File: config.mk
export PLATFORM = sky130hd
export DESIGN_NAME = mul_div_unit_flat
export DESIGN_NICKNAME = d
export VERILOG_FILES = /design/src/rtl/mul_div_unit_if.sv /design/src/rtl/mul_div_unit.sv /design/src/flat_wrapper.sv
export SDC_FILE = /design/constraint.sdc
export NUM_CORES = 1
export LEC_CHECK = 0
export CORE_UTILIZATION = 28
export DETAILED_ROUTE_END_ITERATION = 12
export PLACE_DENSITY = 0.47
export SYNTH_ARGS = -nofsm -noshare
export SYNTH_HDL_FRONTEND = slang
export SYNTH_SLANG_ARGS = --single-unit
export TNS_END_PERCENT = 50
File: constraint.sdc
create_clock -name clk -period 9.3 [get_ports clk]
set_clock_uncertainty 0.2 [all_clocks]
set_input_delay 1.86 -clock clk [delete_from_list [all_inputs] [get_ports clk]]
set_output_delay 1.86 -clock clk [all_outputs]
set_load 0.05 [all_outputs]
File: src/rtl/mul_div_unit_if.sv
// mul_div_unit_if: operand/control/result bundle for mul_div_unit; abort signal exists only with MD_ABORT_EN
interface mul_div_unit_if #(parameter int WIDTH = 32);
  logic [WIDTH-1:0] a;
  logic [WIDTH-1:0] b;
  logic [2:0] md_control;
  logic start;
  logic busy;
  logic done;
  logic [WIDTH-1:0] hi;
  logic [WIDTH-1:0] lo;
`ifdef MD_ABORT_EN
  logic abort;
  modport master (output a, b, md_control, start, abort, input busy, done, hi, lo);
  modport slave (input a, b, md_control, start, abort, output busy, done, hi, lo);
`else
  modport master (output a, b, md_control, start, input busy, done, hi, lo);
  modport slave (input a, b, md_control, start, output busy, done, hi, lo);
`endif
endinterface

File: src/rtl/mul_div_unit.sv
// mul_div_unit: iterative mult/multu/div/divu with HI/LO and mthi/mtlo; MD_ABORT_EN adds an abort input
module mul_div_unit #(parameter int WIDTH = 32) (
  input logic clk,
  input logic reset,
  mul_div_unit_if.slave md
);
  localparam int CW = $clog2(WIDTH);
  typedef enum logic [1:0] {IDLE, RUN, FIX} state_t;
  state_t state, state_next;
  logic [CW-1:0] count;
  logic [WIDTH-1:0] m, acc_hi, acc_lo, hi, lo, mag_a, mag_b;
  logic [WIDTH:0] sum, shifted, diff;
  logic [2*WIDTH-1:0] prod;
  logic is_div, neg_q, neg_r, div_zero, done, abort, launch, sa, sb;
`ifdef MD_ABORT_EN
  assign abort = md.abort;
`else
  assign abort = 1'b0;
`endif
  assign launch = state == IDLE && md.start && !md.md_control[2];
  assign sa = !md.md_control[0] && md.a[WIDTH-1];
  assign sb = !md.md_control[0] && md.b[WIDTH-1];
  // An unsigned WIDTH-bit magnitude already covers 2^(WIDTH-1), the most-negative case
  assign mag_a = sa ? -md.a : md.a;
  assign mag_b = sb ? -md.b : md.b;
  assign sum = {1'b0, acc_hi} + (acc_lo[0] ? {1'b0, m} : '0);
  assign shifted = {acc_hi, acc_lo[WIDTH-1]};
  assign diff = shifted - {1'b0, m};
  assign prod = neg_q ? -{acc_hi, acc_lo} : {acc_hi, acc_lo};
  assign md.busy = state != IDLE;
  assign md.done = done;
  assign md.hi = hi;
  assign md.lo = lo;
  // State register
  always_ff @(posedge clk or posedge reset)
    if (reset) state <= IDLE;
    else state <= state_next;
  // Next state: abort only matters once an operation is in flight, so start wins in IDLE
  always_comb begin
    state_next = state;
    if (abort && state != IDLE) state_next = IDLE;
    else if (launch) state_next = RUN;
    else if (state == RUN && count == CW'(WIDTH - 1)) state_next = FIX;
    else if (state == FIX) state_next = IDLE;
  end
  // Datapath: m holds multiplicand/divisor magnitude, acc_lo shifts multiplier/dividend, acc_hi accumulates
  always_ff @(posedge clk or posedge reset)
    if (reset) begin
      count <= '0;
      m <= '0;
      acc_hi <= '0;
      acc_lo <= '0;
      is_div <= 1'b0;
      neg_q <= 1'b0;
      neg_r <= 1'b0;
      div_zero <= 1'b0;
      done <= 1'b0;
      hi <= '0;
      lo <= '0;
    end else begin
      done <= state == FIX && !abort;
      if (launch) begin
        count <= '0;
        is_div <= md.md_control[1];
        neg_q <= sa ^ sb;
        neg_r <= sa;
        div_zero <= md.md_control[1] && md.b == '0;
        m <= md.md_control[1] ? mag_b : mag_a;
        acc_lo <= md.md_control[1] ? mag_a : mag_b;
        acc_hi <= '0;
      end else if (state == IDLE && md.start && md.md_control == 3'b100) hi <= md.a;
      else if (state == IDLE && md.start && md.md_control == 3'b101) lo <= md.a;
      else if (state == RUN) begin
        count <= count + 1'b1;
        acc_hi <= is_div ? (diff[WIDTH] ? shifted[WIDTH-1:0] : diff[WIDTH-1:0]) : sum[WIDTH:1];
        acc_lo <= is_div ? {acc_lo[WIDTH-2:0], !diff[WIDTH]} : {sum[0], acc_lo[WIDTH-1:1]};
      end else if (state == FIX && !abort) begin
        hi <= is_div ? (neg_r ? -acc_hi : acc_hi) : prod[2*WIDTH-1:WIDTH];
        lo <= is_div ? (div_zero ? '1 : neg_q ? -acc_lo : acc_lo) : prod[WIDTH-1:0];
      end
    end
endmodule

File: src/flat_wrapper.sv
// flat-port wrapper written by rule: the top's interface ports become plain ports
module mul_div_unit_flat 
#(parameter int WIDTH = 32)
  (clk, reset, md_a, md_b, md_md_control, md_start, md_busy, md_done, md_hi, md_lo);
  mul_div_unit_if #(.WIDTH(WIDTH)) md_i ();
  input logic clk;
  input logic reset;
  input wire logic [$bits(md_i.a)-1:0] md_a;
  input wire logic [$bits(md_i.b)-1:0] md_b;
  input wire logic [$bits(md_i.md_control)-1:0] md_md_control;
  input wire logic [$bits(md_i.start)-1:0] md_start;
  output wire logic [$bits(md_i.busy)-1:0] md_busy;
  output wire logic [$bits(md_i.done)-1:0] md_done;
  output wire logic [$bits(md_i.hi)-1:0] md_hi;
  output wire logic [$bits(md_i.lo)-1:0] md_lo;
  assign md_i.a = md_a;
  assign md_i.b = md_b;
  assign md_i.md_control = md_md_control;
  assign md_i.start = md_start;
  assign md_busy = md_i.busy;
  assign md_done = md_i.done;
  assign md_hi = md_i.hi;
  assign md_lo = md_i.lo;
  mul_div_unit #(.WIDTH(WIDTH)) u_core (.clk(clk), .reset(reset), .md(md_i));
endmodule
# After elaboration in Yosys (flattened, before gate mapping)
# Index checks and enable logic that the tools add are counted.
[classes]
bitwise = 3
n_eq_ne = 10
add_sub_neg = 8
n_mux = 36
reduce_logical = 21
[op_table]
columns = ["operator", "n"]
rows = [
  ["$mux W32", 28],
  ["$neg A32 Y32", 4],
  ["$mux W64", 1],
  ["$neg A64 Y64", 1],
  ["$add A32 B33 Y33", 1],
  ["$sub A33 B32 Y33", 1],
  ["$logic_not A32 Y1", 1],
  ["$mux W5", 4],
  ["$logic_and A1 B1 Y1", 8],
  ["$reduce_and A4 Y1", 2],
  ["$reduce_bool A2 Y1", 4],
  ["$eq A3 B3 Y1 const B", 2],
  ["$mux W2", 3],
  ["$ne A2 B1 Y1 const B", 3],
  ["$add A5 B1 Y5 const B", 1],
  ["$eq A5 B5 Y1 const B", 1],
  ["$ne A2 B2 Y1 const B", 2],
  ["$logic_not A1 Y1", 3],
  ["$reduce_and A3 Y1", 1],
  ["$reduce_bool A3 Y1", 1],
  ["$eq A2 B1 Y1 const B", 1],
  ["$eq A2 B2 Y1 const B", 1],
  ["$logic_not A2 Y1", 1],
  ["$not A1 Y1", 2],
  ["$xor A1 B1 Y1", 1],
]
[word_totals]
register_bits = 172
output_inout_bits = 66
elab_cells = 90

# Longest topological paths before layout
[depth]
word_depth = 7
ltp_mapped = 15
ltp_nobuf = 14

# Worst setup path before layout
# No wires, ideal clock.
[synth_timing]
path_type = "in2reg"
start = "input port md_b[4]"
end = "register u_core.acc_lo[28]"
path_buffers = 0
setup_slack_ps = 4943
stages = 8
setup_ps = 104
arrival_time_ps = 4053
path_cell_list = "nor4_1 > and3_1 > nand2_1 > nor4b_1 > a21oi_1 > xor2_1 > mux2i_1 > a221oi_1"
[synth_between]
elab_chain_cells = 4
[synth_lines]
columns = ["item", "line_no", "rtl"]
rows = [
  ["start, declared", "flat_wrapper.sv:9", "input wire logic [$bits(md_i.b)-1:0] md_b;"],
  ["$neg A32 Y32", "mul_div_unit.sv:25", "assign mag_b = sb ? -md.b : md.b;"],
  ["$mux W32", "mul_div_unit.sv:25", ""],
  ["$mux W32", "mul_div_unit.sv:69", "acc_lo <= md.md_control[1] ? mag_a : mag_b;"],
  ["$mux W32", "mul_div_unit.sv:62", "if (launch) begin"],
  ["end signal, assigned", "mul_div_unit.sv:69", ""],
  ["end signal, assigned", "mul_div_unit.sv:76", "acc_lo <= is_div ? {acc_lo[WIDTH-2:0], !diff[WIDTH]} : {sum[0], acc_lo[WIDTH-1:1]};"],
  ["end, declared", "mul_div_unit.sv:11", "logic [WIDTH-1:0] m, acc_hi, acc_lo, hi, lo, mag_a, mag_b;"],
]
# No other way between the ends.
# A chain may end at the register's enable or synchronous reset.

# Worst setup path after layout
[layout_timing]
start = "input port md_start"
end = "register u_core.lo[20], in the netlist u_core.md.lo[20]"
[layout_between]
elab_chain_cells = 4
word_cells_on_any_way = 10
cone_classes = "eq/ne: 1; mux: 1; bitwise: 2; reduce/logical: 6"
[layout_lines]
columns = ["item", "line_no", "rtl"]
rows = [
  ["start, declared", "flat_wrapper.sv:11", "input wire logic [$bits(md_i.start)-1:0] md_start;"],
  ["$logic_and A1 B1 Y1 (*)", "mul_div_unit.sv:20, mul_div_unit.sv:71, mul_div_unit.sv:72", ""],
  ["$logic_and A1 B1 Y1, on equally long branches", "mul_div_unit.sv:72, mul_div_unit.sv:20, mul_div_unit.sv:71", ""],
  ["$ne A2 B2 Y1 (no line) (tied with other cells)", "n/a", ""],
  ["$reduce_and A4 Y1 (no line)", "n/a", ""],
  ["end signal, assigned", "mul_div_unit.sv:72", "else if (state == IDLE && md.start && md.md_control == 3'b101) lo <= md.a;"],
  ["end signal, assigned", "mul_div_unit.sv:79", "lo <= is_div ? (div_zero ? '1 : neg_q ? -acc_lo : acc_lo) : prod[WIDTH-1:0];"],
  ["end, declared", "mul_div_unit.sv:11", ""],
]
# Mark *: on every way between the ends. The rest lies on a longest branch, timed or not.

==> impl_metrics.ini <==
[run_status]
status = finished, final reports clean

[cts]
root_buffer = clkbuf_16
cts_resized = 0
cts_setup_buffers = 0
cts_sinks = 172
ctsHoldBuffers = 0
cts_tree = built
clk_pin_slew_ps = 80
numCtsBuffers = 17
cts.path.max_buffers = 2
htree_num_levels = 4
clk_latency_ps = 470

[grt]
grt_max_degree = 104
grt.total_usage_pct = 22.5
grt_overflow = 0
grt_pass1_wl_um = 90800
antenna_found_initial = 4
grt_pass1_vias = 14000

[critical_path]
arrival_ps = 5670
ff2ff_path_depth = 14
crit_family = simple AND/OR/NAND/NOR gates
r2r_slack_ps = 4510
slowest_stage = and2_2
path_cells = clkdlybuf4s50_1 > nand2_1 > nor3b_1 > and2_2 > a21oi_1 > nand2_1 > o22ai_1 > o21ai_0
crit_path_end_kind = register
crit_fanout = 56
critPathKind = in -> reg
critPathBufInv = 1
r2r_start = u_core.acc_lo[31]
cp-start-kind = input pin
cpMostUsedCell = nand2_1
critPathRequiredTime_ps = 9470
critPathMaxStageDelay_ps = 890
rr_endpoint = u_core.acc_hi[0]

[layout]
area_growth_pct = 17.1
drive_above_1_share_pct = 4.59
fillCellCount = 5504
fin_nets = 2090
final_common_cell = o21ai_0
final_cell_mix = 216 x o21ai_0, 204 x nand2_1, 173 x a21oi_1
n_antenna_cell = 0

[sta]
relSlewSlack_pct = 18.3
min_period_ps = 5500
worstMarginPinSlew_ps = 1230
final.setup.tns_ps = 0
period_share_pct = 59.2
rsz0062_at_grt = false
hold_viol = 0
slew_viol_final = 0
timing.fmax_mhz = 182
setup_viol = 0

[drt]
drtPass1Iterations = 7
antenna_left = 0
vias = 14700
via_per_inst = 5.55
wl_per_cell_um = 23.1
wl_um = 61300
first_iter_violations = 1258
drc = 0

[pwr]
power.leakage_uw = 0.00700
power.density_mw_per_mm2 = 433
power.total_uw = 7530
ir_drop_mv = 0.230

[place]
portBuffers = 135
place.gp.congestion = 0.918
dp_hpwl_um = 46600

[die]
io_pins = 136
start_util_pct = 28.3
fp.coreArea_mm2 = 0.0524
dieArea_mm2 = 0.0539
die_width_um = 232
die_h_um = 232
num_rows = 84

[synthesis]
synth-seq-cells = 172
synth_edf_count = 0
synth_cell_types = 84
synth_flop_cell = dfrtp_1
synthArstFlopShare_pct = 100
ys_seq_area_share_pct = 29.0
yosys_warnings = 0
synth.cell_area_mm2 = 0.0148
synth_nets = 2034
syn_area_per_cell_um2 = 7.85
synth_cells = 1892

[hold_path]
hp-start = u_core.m[3]
hold_path_class = reg -> reg
whs_path_depth = 2
hold_end = u_core.m[3]

[job]
maxCapViolCount = 0
==> per-layer routing <==
metal | vias to the layer above | part of all wire, % | track usage, % | wire [um]
met2 | 466 | 46 | 36.1 | 28100
met4 | 6 | 3.0 | 8.61 | 1830
met1 | 7208 | 45 | 30.6 | 27800
met3 | 71 | 5.6 | 2.78 | 3450
met5 | - | 0.057 | 0 | 35
li1 | 6949 | - | - | -
==> where the power goes <==
| part | switching, uW | internal (uW) |
|---|---|---|
| combinational | 3070 | 2010 |
| clock | 389 | 366 |
| sequential | 570 | 1120 |
| total | 4030 | 3500 |
==> worst register-to-register path: stages, from the launching register on <==
cell and delay (ps):
dfrtp_1 630, inv_1 120, ha_1 250, fa_1 410
nand2b_1 200, a21oi_1 290, o2111ai_1 270, nand3_1 150
nand2_1 160, o311a_1 430, o21ai_0 320, o2bb2ai_4 140
buf_4 520, mux2_2 430, o221ai_1 150
==> through the flow <==
step                      instance area, um2  cells  util (%)  hold slack (ps)  worst slack, ps
final                                  17400   2649      33.2              290             3800
after global routing                   17400   2649      33.2              332             3570
after CTS                              17400   2649      33.1              294             3880
after detailed placement               16800   2617      32.0              279             3360
after global placement                 16800   2617      32.0              269             3500
after floorplan                        14800   1892         -              250             2580
==> cells in the mapped netlist, drive strengths merged, types with 4 or more instances <==
| cell type | instances | area, um2 |
|---|---|---|
| inv | 63 | 236 |
| nand2b | 27 | 169 |
| or3 | 17 | 111 |
| o21a | 12 | 90.1 |
| o221ai | 8 | 70.1 |
| dfrtp | 172 | 4300 |
| o21ai | 226 | 1130 |
| clkbuf | 93 | 350 |
| mux2i | 73 | 731 |
| a21o | 24 | 180 |
| or2 | 10 | 62.6 |
| nor3 | 35 | 175 |
| nand3 | 18 | 95.1 |
| or4 | 11 | 91.3 |
| o31ai | 21 | 176 |
| a211oi | 10 | 75.1 |
| xnor2 | 109 | 955 |
| o21bai | 8 | 60.1 |
| nor2 | 156 | 586 |
| nor4b | 4 | 41.3 |
| a31oi | 19 | 119 |
| nor4 | 20 | 161 |
| ha | 70 | 876 |
| xor2 | 66 | 578 |
| o22ai | 27 | 169 |
| nand2 | 204 | 766 |
| a21oi | 174 | 875 |
| a22oi | 30 | 225 |
| nand4 | 14 | 87.6 |
| o41ai | 8 | 70.1 |
| o211ai | 43 | 323 |
| and2 | 8 | 50.1 |
| nor2b | 17 | 106 |
| a221oi | 9 | 78.8 |
| buf | 23 | 96.3 |
| and3 | 15 | 93.8 |
==> area by class of cell <==
class / instances / area [um2] / share of cell area, %
clock buffers: 18 / 439 / 2.53
well taps: 688 / 861 / 4.95
clock inverters: 14 / 150 / 0.863
repair buffers: 153 / 1480 / 8.53
multi-input cells: 1540 / 9900 / 57.0
inverters: 64 / 245 / 1.41
flip-flops and latches: 172 / 4310 / 24.8
==> registers in the layout, indices dropped and copies added, names as in the netlist <==
name	flops
u_core.acc_lo	32
u_core.div_zero	1
u_core.md.done	1
u_core.is_div	1
u_core.md.hi	32
u_core.neg_r	1
u_core.acc_hi	32
u_core.m	32
u_core.neg_q	1
u_core.count	5
u_core.md.lo	32
u_core.state	2
==> worst max-delay path by stage <==
stage	startpoint	end	slack, ps	cells after the start
6_report	md_start	u_core.md.lo[20]	3800	8
5_1_grt	md_start	u_core.md.lo[16]	3570	8
4_1_cts	md_start	u_core.md.lo[20]	3880	8
3_5_place_dp	md_start	u_core.md.lo[13]	3360	8
3_3_place_gp	md_start	u_core.md.lo[12]	3500	8
2_1_floorplan	reset	u_core.acc_hi[0]	2580	1
==> cell families after synthesis <==
group / after synthesis / share of synthesized area [%]
compound gates: 652 / 26.7
xor+xnor: 175 / 10.3
fa+ha+maj: 72 / 6.17
buf+inv: 180 / 4.63
flops: 172 / 29.0
mux: 75 / 5.07
simple gates: 566 / 18.1
(Power assumes the default switching activity.)
